File: src/rtl/cache_ctrl_pkg.sv
// Shared state encoding, widths and helpers for the direct-mapped cache line controller.
package cache_ctrl_pkg;

    localparam int STAT_W = 16;
    localparam int WAIT_W = 8;

    typedef enum logic [2:0] {
        IDLE,
        READ,
        READ_MISS,
        READ_MEM,
        READ_DATA,
        WRITE,
        WRITE_MEM,
        WRITE_DATA
    } state_t;

    function automatic int idx_width(input int line_words);
        return (line_words > 1) ? $clog2(line_words) : 1;
    endfunction

endpackage

File: src/rtl/cache_line_ctrl_if.sv
// CPU request, tag lookup, array and memory-bus signals of the cache line controller.
interface cache_line_ctrl_if #(
    parameter int LINE_WORDS = 1
);
    import cache_ctrl_pkg::*;

    localparam int IDX_W = idx_width(LINE_WORDS);

    logic             Strobe;
    logic             DRW;
    logic             M;
    logic             V;
    logic             DReady;
    logic             W;
    logic             MStrobe;
    logic             MRW;
    logic             RSel;
    logic             WSel;
    logic [IDX_W-1:0] FillIdx;

    modport master (
        input  Strobe, DRW, M, V,
        output DReady, W, MStrobe, MRW, RSel, WSel, FillIdx
    );

    modport slave (
        output Strobe, DRW, M, V,
        input  DReady, W, MStrobe, MRW, RSel, WSel, FillIdx
    );

endinterface

File: src/rtl/mem_wait_ctr.sv
// Loadable down-counter timing the memory wait states; holds at zero once drained.
module mem_wait_ctr
    import cache_ctrl_pkg::*;
#(
    parameter int WIDTH = WAIT_W
) (
    input  logic             clk,
    input  logic             reset,
    input  logic             load,
    input  logic [WIDTH-1:0] load_val,
    input  logic             dec,
    output logic [WIDTH-1:0] value,
    output logic             done
);

    // NOTE: sequential state uses non-blocking assignments so every flop samples pre-edge values.
    always_ff @(posedge clk or negedge reset) begin
        if (!reset) begin
            value <= '0;
        end else if (load) begin
            value <= load_val;
        end else if (dec && value != '0) begin
            value <= value - 1'b1;
        end
    end

    assign done = (value == WIDTH'(1));

endmodule

File: src/rtl/cache_line_ctrl.sv
// Direct-mapped cache controller: read hits, multi-word line fills, write-through stores.
// Optional hit/miss statistics outputs are enabled by defining CACHE_CTRL_STATS_EN.
module cache_line_ctrl
    import cache_ctrl_pkg::*;
#(
    parameter int WAIT_CYCLES = 4,
    parameter int LINE_WORDS  = 1
) (
    input  logic               clk,
    input  logic               reset,
    cache_line_ctrl_if.master  bus
`ifdef CACHE_CTRL_STATS_EN
    ,
    output logic [STAT_W-1:0]  HitCount,
    output logic [STAT_W-1:0]  MissCount
`endif
);

    localparam int               IDX_W    = idx_width(LINE_WORDS);
    localparam logic [IDX_W-1:0] LAST_IDX = IDX_W'(LINE_WORDS - 1);

    state_t            state;
    logic [IDX_W-1:0]  fill_idx;
    logic              hit_q;
    logic [WAIT_W-1:0] wait_val;
    logic              wait_done;
    logic              tag_hit;
    logic              last_word;

    assign tag_hit   = bus.M & bus.V;
    assign last_word = (fill_idx == LAST_IDX);

    mem_wait_ctr #(.WIDTH(WAIT_W)) u_wait (
        .clk      (clk),
        .reset    (reset),
        .load     (state == READ_MISS || state == WRITE),
        .load_val (WAIT_W'(WAIT_CYCLES)),
        .dec      (state == READ_MEM || state == WRITE_MEM),
        .value    (wait_val),
        .done     (wait_done)
    );

    always_ff @(posedge clk or negedge reset) begin
        if (!reset) begin
            state    <= IDLE;
            fill_idx <= '0;
            hit_q    <= 1'b0;
        end else begin
            case (state)
                IDLE: begin
                    if (bus.Strobe) state <= bus.DRW ? WRITE : READ;
                end
                READ: begin
                    if (tag_hit) begin
                        state <= IDLE;
                    end else begin
                        state    <= READ_MISS;
                        fill_idx <= '0;
                    end
                end
                READ_MISS: state <= READ_MEM;
                READ_MEM: begin
                    if (wait_done) state <= READ_DATA;
                end
                READ_DATA: begin
                    if (last_word) begin
                        state <= IDLE;
                    end else begin
                        state    <= READ_MISS;
                        fill_idx <= fill_idx + 1'b1;
                    end
                end
                WRITE: begin
                    hit_q <= tag_hit;
                    state <= WRITE_MEM;
                end
                // The write leg drains the counter to zero, one cycle past the read leg,
                // so a store completes WAIT_CYCLES+3 cycles after its request.
                WRITE_MEM: begin
                    if (wait_val == '0) state <= WRITE_DATA;
                end
                WRITE_DATA: state <= IDLE;
                default:    state <= IDLE;
            endcase
        end
    end

    // NOTE: every output gets a default before the case, so no latch can be inferred.
    always_comb begin
        bus.DReady  = 1'b0;
        bus.W       = 1'b0;
        bus.MStrobe = 1'b0;
        bus.MRW     = 1'b0;
        bus.RSel    = 1'b0;
        bus.WSel    = 1'b0;
        bus.FillIdx = fill_idx;
        case (state)
            READ:      bus.DReady = tag_hit;
            READ_MISS: bus.MStrobe = 1'b1;
            READ_DATA: begin
                bus.W      = 1'b1;
                bus.WSel   = 1'b1;
                bus.RSel   = 1'b1;
                bus.DReady = last_word;
            end
            WRITE: begin
                bus.MStrobe = 1'b1;
                bus.MRW     = 1'b1;
            end
            WRITE_MEM: bus.MRW = 1'b1;
            WRITE_DATA: begin
                bus.MRW    = 1'b1;
                bus.W      = hit_q;
                bus.DReady = 1'b1;
            end
            default: ;
        endcase
    end

`ifdef CACHE_CTRL_STATS_EN
    // READ and WRITE are each visited exactly once per request, so they classify it.
    always_ff @(posedge clk or negedge reset) begin
        if (!reset) begin
            HitCount  <= '0;
            MissCount <= '0;
        end else if (state == READ || state == WRITE) begin
            if (tag_hit) begin
                if (HitCount != '1) HitCount <= HitCount + 1'b1;
            end else begin
                if (MissCount != '1) MissCount <= MissCount + 1'b1;
            end
        end
    end
`endif

endmodule

File: src/flat_wrapper.sv
// flat-port wrapper written by rule: the top's interface ports become plain ports
module cache_line_ctrl_flat import cache_ctrl_pkg::*;
#(
    parameter int WAIT_CYCLES = 4,
    parameter int LINE_WORDS  = 1
)
  (clk, reset, bus_Strobe, bus_DRW, bus_M, bus_V, bus_DReady, bus_W, bus_MStrobe, bus_MRW, bus_RSel, bus_WSel, bus_FillIdx);
  cache_line_ctrl_if #(.LINE_WORDS(LINE_WORDS)) bus_i ();
  input  logic clk;
  input  logic reset;
  input wire logic [$bits(bus_i.Strobe)-1:0] bus_Strobe;
  input wire logic [$bits(bus_i.DRW)-1:0] bus_DRW;
  input wire logic [$bits(bus_i.M)-1:0] bus_M;
  input wire logic [$bits(bus_i.V)-1:0] bus_V;
  output wire logic [$bits(bus_i.DReady)-1:0] bus_DReady;
  output wire logic [$bits(bus_i.W)-1:0] bus_W;
  output wire logic [$bits(bus_i.MStrobe)-1:0] bus_MStrobe;
  output wire logic [$bits(bus_i.MRW)-1:0] bus_MRW;
  output wire logic [$bits(bus_i.RSel)-1:0] bus_RSel;
  output wire logic [$bits(bus_i.WSel)-1:0] bus_WSel;
  output wire logic [$bits(bus_i.FillIdx)-1:0] bus_FillIdx;
  assign bus_i.Strobe = bus_Strobe;
  assign bus_i.DRW = bus_DRW;
  assign bus_i.M = bus_M;
  assign bus_i.V = bus_V;
  assign bus_DReady = bus_i.DReady;
  assign bus_W = bus_i.W;
  assign bus_MStrobe = bus_i.MStrobe;
  assign bus_MRW = bus_i.MRW;
  assign bus_RSel = bus_i.RSel;
  assign bus_WSel = bus_i.WSel;
  assign bus_FillIdx = bus_i.FillIdx;
  cache_line_ctrl #(.WAIT_CYCLES(WAIT_CYCLES), .LINE_WORDS(LINE_WORDS)) u_core (.clk(clk), .reset(reset), .bus(bus_i));
endmodule
File: config.mk
export PLATFORM = sky130hd
export DESIGN_NAME = cache_line_ctrl_flat
export DESIGN_NICKNAME = d
export VERILOG_FILES = /design/src/rtl/cache_ctrl_pkg.sv /design/src/rtl/cache_line_ctrl_if.sv /design/src/rtl/mem_wait_ctr.sv /design/src/rtl/cache_line_ctrl.sv /design/src/flat_wrapper.sv
export SDC_FILE = /design/constraint.sdc
export NUM_CORES = 1
export LEC_CHECK = 0
export CAP_MARGIN = 10
export CORE_UTILIZATION = 50
export DETAILED_ROUTE_END_ITERATION = 16
export PLACE_DENSITY_LB_ADDON = 0.2
export SYNTH_ARGS = -nofsm -noshare
export SYNTH_HDL_FRONTEND = slang
export SYNTH_SLANG_ARGS = --single-unit
export TNS_END_PERCENT = 20
File: constraint.sdc
create_clock -name clk -period 2.5 [get_ports clk]
set_clock_uncertainty 0.2 [all_clocks]
set_input_delay 0.25 -clock clk [delete_from_list [all_inputs] [get_ports clk]]
set_output_delay 0.25 -clock clk [all_outputs]
set_load 0.01 [all_outputs]
==> results by stage, run 1 <==
Run status:
- The flow ran to the end, and the final reports show no timing, DRC or antenna violations.

Setup path:
- The element type at the critical path end is a primary output.
- The data arrival time of the critical path is around 1.9 ns.
- STA puts the critical path data required time at between 2 and 2.5 ns.
- The critical path is of the reg -> out type.
- The critical register-to-register path startpoint is u_core.u_wait.value[0]$_DFFE_PN0P_.
- The worst setup path startpoint is u_core.state[0]$_DFFE_PN0P_.
- The launching element type of the critical path is a register.
- The top fanout value on the critical path is 13.

Layout:
- The net total in the final layout is ~110.
- The number of antenna repair diodes is 0.
- The multi-input combinational cell area is just over 400 um^2.
- In the final layout, the share of cells above drive strength 1 is a little over 10%.
- The combined flip-flop and latch cell area is 300 um^2.
- The count of filler cells inserted in the layout is 112.
- The layout overhead on the synthesized area is 19.1%.

Timing:
- The final max-slew violation count is 0.
- The final critical delay including setup and external delays is 2.31 ns.
- The part of the cycle the worst path needs is between 90% and 100%.
- The tightest hold margin is 0.111 ns.
- The maximum operating frequency is around 430 MHz.
- Setup repair after global routing left no endpoint under its margin.
- Headroom to the max-slew limit came out at around 65%.
- The number of endpoints with negative hold slack in the final report is 0.
- Setup violations remaining at the end of the flow were counted as 0.
- In the final timing run, aggregate negative setup slack is 0 ns.
- The transition at the pin with the smallest max-transition slack is ~0.53 ns.

Pwr:
- The ratio of total power to cell area is 1280 mW/mm^2.
- For this design the total switching power over the nets is around 0.50 mW.
- The clock share of power is between 10% and 20%.
- VDD sags by at most approximately 0.6 mV.
- Per report_power, the combinational group accounts for a little over half of the total.
- The standby leakage power is around 0.39 nW.
- The part of the total power dissipated in sequential elements is 33.4%.
- The internal power of the cells totals between 0.6 and 0.7 mW.
- Of the total power, the share spent switching nets is a little over two fifths.

Synth:
- Of the synthesized area, sequential elements account for 39.3%.
- The synthesized design devotes to its leading area cell type between 30% and 40% of total area.
- The count of mapped cells out of synthesis is between 80 and 90.
- The post-synthesis net count is between 90 and 100.
- The Yosys step of the flow raised 0 warnings.
- The average footprint of a synthesized cell is 8.79 um^2.
- Synthesis inferred 12 register bits.
- The distinct cell type count of the synthesized netlist is 35.
- The share of async-settable or async-resettable flops after synthesis is between 90% and 100%.
- The library cell with the highest instance count after synthesis is dfrtp_1.
- For this run, the leading register cell type out of synthesis is dfrtp_1.
- The cell area after synthesis is about 760 um^2.
- The count of flip-flops with a built-in enable after synthesis is 0.
- Yosys attributes the largest share of cell area to dfrtp_1 (39%), ha_1 (4.9%), o21ai_0 (4.6%), a21oi_1 (3.9%), nand3_1 (3.9%).
- By count the netlist is led by dfrtp_1 (12), o21ai_0 (7), a21oi_1 (6), inv_1 (6), nand3_1 (6).
- The largest total area in the synthesized netlist belongs to dfrtp_1.

Drt:
- The count of nets left with antenna violations once routing finished came out at 0.
- The mean routed wirelength per cell is about 12 um.
- The first routing iteration left 14 violations.
- Using the TritonRoute via totals, the vias-per-cell ratio works out to about 5.8.
- The sum of routed wire length over all layers is about 1.4 mm.
- After detailed routing, the number of remaining DRC violations is 0.
- The iteration count of the initial detailed-routing pass is 4.
- The via count of the routed design is about 660.

GRT:
- The number of antenna violations at the first check in global routing was 0.
- The total overflow left after global routing is 0.
- The number of global-route vias before repair is between 400 and 500.
- The overall track demand over capacity in global routing is 18.6%.
- The maximum number of pins on one net before global-route repair is 15.
- The global-route wire length before repair is 1.99 mm.

Placed design:
- The count of input and output buffers is 11.
- The final weighted congestion of routability-driven global placement is approximately 0.77.

Floorplan:
- The starting utilization of the core area is 56.0%.
- From bottom edge to top edge, the die measures 41.1 um.
- After floorplanning, the core was sized to cover about 0.0014 mm^2.
- During I/O placement, the number of pins put on the boundary was 13.
- The floorplan has 13 rows.
- The overall die area is 0.00169 mm^2.
- Measured along the x axis, the die boundary spans about 40 um.

Clocking:
- The total CTS buffers is 3.
- The CTS H-tree depth is 1.
- The quantity of gates resized following cts is 0.
- The tree is rooted in a clkbuf_4.
- The clock input transition at the sequential cells of the worst setup and hold paths is 0.08 ns.
- The setup fix buffers added after clock tree synthesis is 0.
- The number of buffers inserted for hold repair after clock tree synthesis is 0.
- The clock insertion delay at the later pin of the skew report is between 0.2 and 0.3 ns.
- TritonCTS built the clock tree.
- Counting along the longest clock path gives a buffer depth of 2.
- The clock net in this run drives a total of 12 sinks.

Hold path:
- The min-delay analysis places its worst path in the category in -> async.

Flow run:
- The number of violations of the max-capacitance limit is 0.
==> power groups by stage <==
stage | logic, mW | registers [mW] | clock network (mW)
2_1_floorplan | 0.491 | 0.330 | 0
3_3_place_gp | 0.606 | 0.387 | 0
3_5_place_dp | 0.623 | 0.392 | 0
4_1_cts | 0.626 | 0.388 | 0.163
5_1_grt | 0.694 | 0.402 | 0.170
6_report | 0.620 | 0.391 | 0.159
==> area by class of cell <==
| cell class | instances | share of cell area [%] |
|---|---|---|
| multi-input combinational | 63 | 44.8 |
| sequential | 12 | 33.0 |
| timing repair buffer | 13 | 13.7 |
| clock buffer | 4 | 3.98 |
| inverter | 6 | 2.47 |
| tap | 15 | 2.06 |
==> metal layers <==
layer  share of wire (%)  GRT usage, %  vias up
met5                   0             0        -
met4                0.64          9.68        0
met3                 3.7          3.26        2
met2                  44          25.8       17
met1                  51          26.9      303
li1                    -             -      333
==> registers in the layout, indices dropped and copies added, names as in the netlist <==
register and count:
u_core.u_wait.value 8, u_core.hit_q 1, u_core.state 3
==> stage by stage <==
step	setup WS (ns)	area (um^2)	total power, mW	instances	util, %
global placement	0.438	875	0.993	109	64.0
floorplan	0.478	764	0.820	87	-
detailed placement	0.369	875	1.01	109	64.0
CTS	0.188	911	1.18	113	66.7
global route	0.0666	911	1.27	113	66.7
finish	0.187	911	1.17	113	66.7
==> worst paths after layout <==
kind | end | slack (ns) | depth (start not counted)
worst min-delay path | u_core.state[0]$_DFFE_PN0P_ | 0.11 | 1
worst max register to register | u_core.u_wait.value[5]$_DFFE_PN0P_ | 0.34 | 7
min in group clk | u_core.state[2]$_DFFE_PN0P_ | 0.32 | 3
worst min register to register | u_core.u_wait.value[1]$_DFFE_PN0P_ | 0.32 | 2
max in group asynchronous | u_core.u_wait.value[0]$_DFFE_PN0P_ | 1.63 | 1
worst max-delay path | bus_MStrobe | 0.19 | 4
==> worst max-delay path, stage by stage (launching register included) <==
cell and delay, ns:
dfrtp_1 0.58, and3b_1 0.27, a21oi_1 0.07, inv_1 0.11, clkdlybuf4s50_1 0.55
==> cell usage in the layout (no fill, tap or decap), drive strengths merged, types with 2 or more instances in the layout <==
cell,instances
clkbuf,4
nand2b,2
nor2,5
mux2i,2
dfrtp,12
o31ai,2
nand3,6
nor3,4
o21ai,7
clkdlybuf4s50,11
or4,4
or3,2
ha,3
inv,6
buf,2
a21oi,6
nand2,4
==> logic make-up after synthesis <==
logic type,share of synthesized area (%)
buf+inv,7.36
compound gates,16.7
other cells,0.491
mux,4.09
fa+ha+maj,4.91
flops,39.3
xor+xnor,1.15
simple gates,26.0
(Power assumes the default switching activity.)
==> run 2: changes to the inputs <==
--- a/config.mk
+++ b/config.mk
@@ -6,9 +6,11 @@
 export NUM_CORES = 1
 export LEC_CHECK = 0
 export CAP_MARGIN = 10
-export CORE_UTILIZATION = 50
+export CORE_UTILIZATION = 53
 export DETAILED_ROUTE_END_ITERATION = 16
+export DONT_BUFFER_PORTS = 1
 export PLACE_DENSITY_LB_ADDON = 0.2
+export SLEW_MARGIN = 25
 export SYNTH_ARGS = -nofsm -noshare
 export SYNTH_HDL_FRONTEND = slang
 export SYNTH_SLANG_ARGS = --single-unit
==> results by stage, run 2 (same netlist as run 1, synthesis figures left out) <==
Timing:
- The final critical delay including setup and external delays is between 2 and 2.5 ns.
- At the pin with the least slew margin, the transition time is around 0.64 ns.
- Summed over all failing endpoints, the final setup total negative slack is 0 ns.
- Setup repair after global routing left no endpoint under its margin.
- Setup violations remaining at the end of the flow were counted as 0.
- The relative slew slack is between 50 and 60%.
- The maximum operating frequency is 446 MHz.
- The number of endpoints with negative hold slack in the final report is 0.
- The worst path uses approximately nine tenths of the clock period.
- The final max-slew violation count is 0.

Setup path:
- The worst setup path is captured at a primary output.
- The endpoint of the lowest-slack register-to-register path is u_core.u_wait.value[2]$_DFFE_PN0P_.
- Traced cell by cell, the critical path runs through and3b_1, a21oi_1, inv_1.
- In this run the worst path has a maximum fanout of 13.
- In this design, the stage delay of the slowest critical-path cell is roughly 0.52 ns.
- At the worst endpoint, the required time is 2.05 ns.
- On the critical path the largest part of the delay comes from flip-flops.
- The worst-path cell with the longest stage delay is dfrtp_1.
- In this run the critical register-to-register path is launched from u_core.u_wait.value[0]$_DFFE_PN0P_.
- The depth of the most critical reg-to-reg path is 7.
- The critical path is of the reg -> out type.
- STA classifies the critical path startpoint as a register.
- The critical path buffer and inverter count is 1.
- The data arrival time of the critical path is 1.79 ns.
- The critical path runs through a total of 3 cells.
- Setup slack on the worst reg-to-reg path comes out at 0.29 ns.

Layout:
- The post-route netlist has 8.89% of its cells at a drive strength greater than 1.
- The net total in the final layout is just over 100.
- The area growth from synthesis to layout is 8.51%.
- The top cell types in the final layout, fill and taps aside, are dfrtp_1 (12), o21ai_0 (7), inv_1 (6), a21oi_1 (6), nand3_1 (6).
- The largest registers in the layout are u_core.u_wait.value: 8 flops, u_core.state: 3 flops, u_core.hit_q: 1 flops.
- u_core.u_wait.value holds more flip-flops than any other register.
- The final design utilization is between 60% and 70%.
- The flip-flop count of the largest register, all copies and words added is 8.
- The number of antenna diodes in the final layout is 0.
- The library cell used most frequently in the layout, excluding fill and tap cells, is dfrtp_1.

Placed design:
- Routability-driven placement finished with a final weighted congestion of around 0.74.
- Buffers placed on the I/O ports in this run total 0.
- The HPWL after detailed placement is a little under 1 mm.

Floorplan:
- In this run the count of I/O pins placed on the die edge is 13.
- The die covers approximately 0.0016 mm^2.
- The height of the die is roughly 40 um.
- The horizontal die dimension is ~40 um.
- The starting utilization of the core area is 58.0%.
- The site row count is 13.
- In this run the standard cell core region covers approximately 0.0013 mm^2.

Clocking:
- Clock-pin slew was measured on the worst setup and hold paths at 0.06 ns.
- The clock insertion delay at the later pin of the skew report is roughly 0.27 ns.
- The tree is rooted in a clkbuf_4.
- The CTS H-tree depth is 1.
- The total CTS buffers is 3.
- The buffer depth of the longest clock path is 2.
- TritonCTS built the clock tree.
- For this design, the sink count on the clock tree is 12.
- The quantity of gates resized following cts is 0.

GRT:
- The sum of overflow across all layers after global routing is 0.
- The number of antenna violations at the first check in global routing was 0.
- Entering global routing, the biggest net connects 14 pins.
- The number of global-route vias before repair was approximately 500.
- The overall track demand over capacity in global routing is between 20% and 30%.
- The global-route wire length before repair is between 2 and 2.5 mm.

Pwr:
- Across the VDD grid, the largest voltage drop is between 0.5 and 0.6 mV.
- The standby leakage power is 0.361 nW.
- For this design the ratio of total power to cell area is approximately 1300 mW/mm^2.

Drt:
- The final routed DRC violation total is 0.
- The iteration-0 DRC count of the detailed router is 17.
- The routed design has around 1.4 mm of wire.
- After detailed routing, the number of vias per cell comes to between 5 and 6.
- The count of nets left with antenna violations after detail routing is 0.
- The via count of the routed design is 620.
- The mean routed wirelength per cell is approximately 13 um.
- The iteration count of the initial detailed-routing pass is 4.

Run status:
- The run finished with clean final reports.

Hold path:
- The type of the most critical hold path is in -> reg.
- The path with the worst hold slack has its endpoint at u_core.state[1]$_DFFE_PN0P_.
- The startpoint identified for the worst hold timing path is bus_V.
- The worst hold path was traced through 3 stages.

Flow run:
- The tool flagged a number of max-cap violations equal to 0.
-- run 2: layer usage --
layer | GRT usage [%] | share of wire (%)
met4 | 11.2 | 2.2
met5 | 0 | 0
met1 | 25.2 | 48
met2 | 30.6 | 45
met3 | 10.6 | 5.0
-- run 2: power breakdown --
| part | leakage (nW) | total, mW | internal [mW] | switching [mW] |
|---|---|---|---|---|
| clock network | 0.0138 | 0.110 | 0.0557 | 0.0548 |
| registers | 0.151 | 0.391 | 0.276 | 0.115 |
| logic | 0.196 | 0.537 | 0.229 | 0.308 |
-- run 2: worst max-delay path by stage --
stage / from / endpoint
after global routing: u_core.state[0]$_DFFE_PN0P_ / bus_MStrobe
after floorplan: u_core.u_wait.value[0]$_DFFE_PN0P_ / u_core.u_wait.value[2]$_DFFE_PN0P_
after detailed placement: u_core.u_wait.value[0]$_DFFE_PN0P_ / u_core.u_wait.value[2]$_DFFE_PN0P_
after CTS: u_core.state[0]$_DFFE_PN0P_ / bus_MStrobe
final: u_core.state[0]$_DFFE_PN0P_ / bus_MStrobe
after global placement: u_core.u_wait.value[0]$_DFFE_PN0P_ / u_core.u_wait.value[2]$_DFFE_PN0P_
-- run 2: worst min-delay path, cell delays in order --
cell	delay [ns]
nand3_1	0.07
a21oi_1	0.07
nor2_1	0.10
-- run 2: timing repair --
action / CTS / global route
setup buffers: 0 / 0
hold endpoints to repair: 15 / 0
hold buffers: 5 / 0
-- run 2: metrics by stage --
step / cells / instance area [um^2] / setup WS, ns / power (mW) / hold WS, ns
global route: 105 / 830 / 0.0916 / 1.15 / 0.0763
floorplan: 87 / 764 / 0.478 / 0.820 / -0.246
finish: 105 / 830 / 0.258 / 1.04 / 0.0640
detailed placement: 97 / 757 / 0.302 / 0.920 / -0.245
CTS: 105 / 830 / 0.253 / 1.05 / 0.0454
global placement: 97 / 757 / 0.365 / 0.901 / -0.245
-- run 2: cell type report --
type / count / area [um^2]
Fill cell: 116 / 488
Sequential cell: 12 / 300
Tap cell: 15 / 18.8
Timing Repair Buffer: 6 / 57.6
Clock buffer: 3 / 22.5
Multi-Input combinational cell: 63 / 408
Inverter: 6 / 22.5
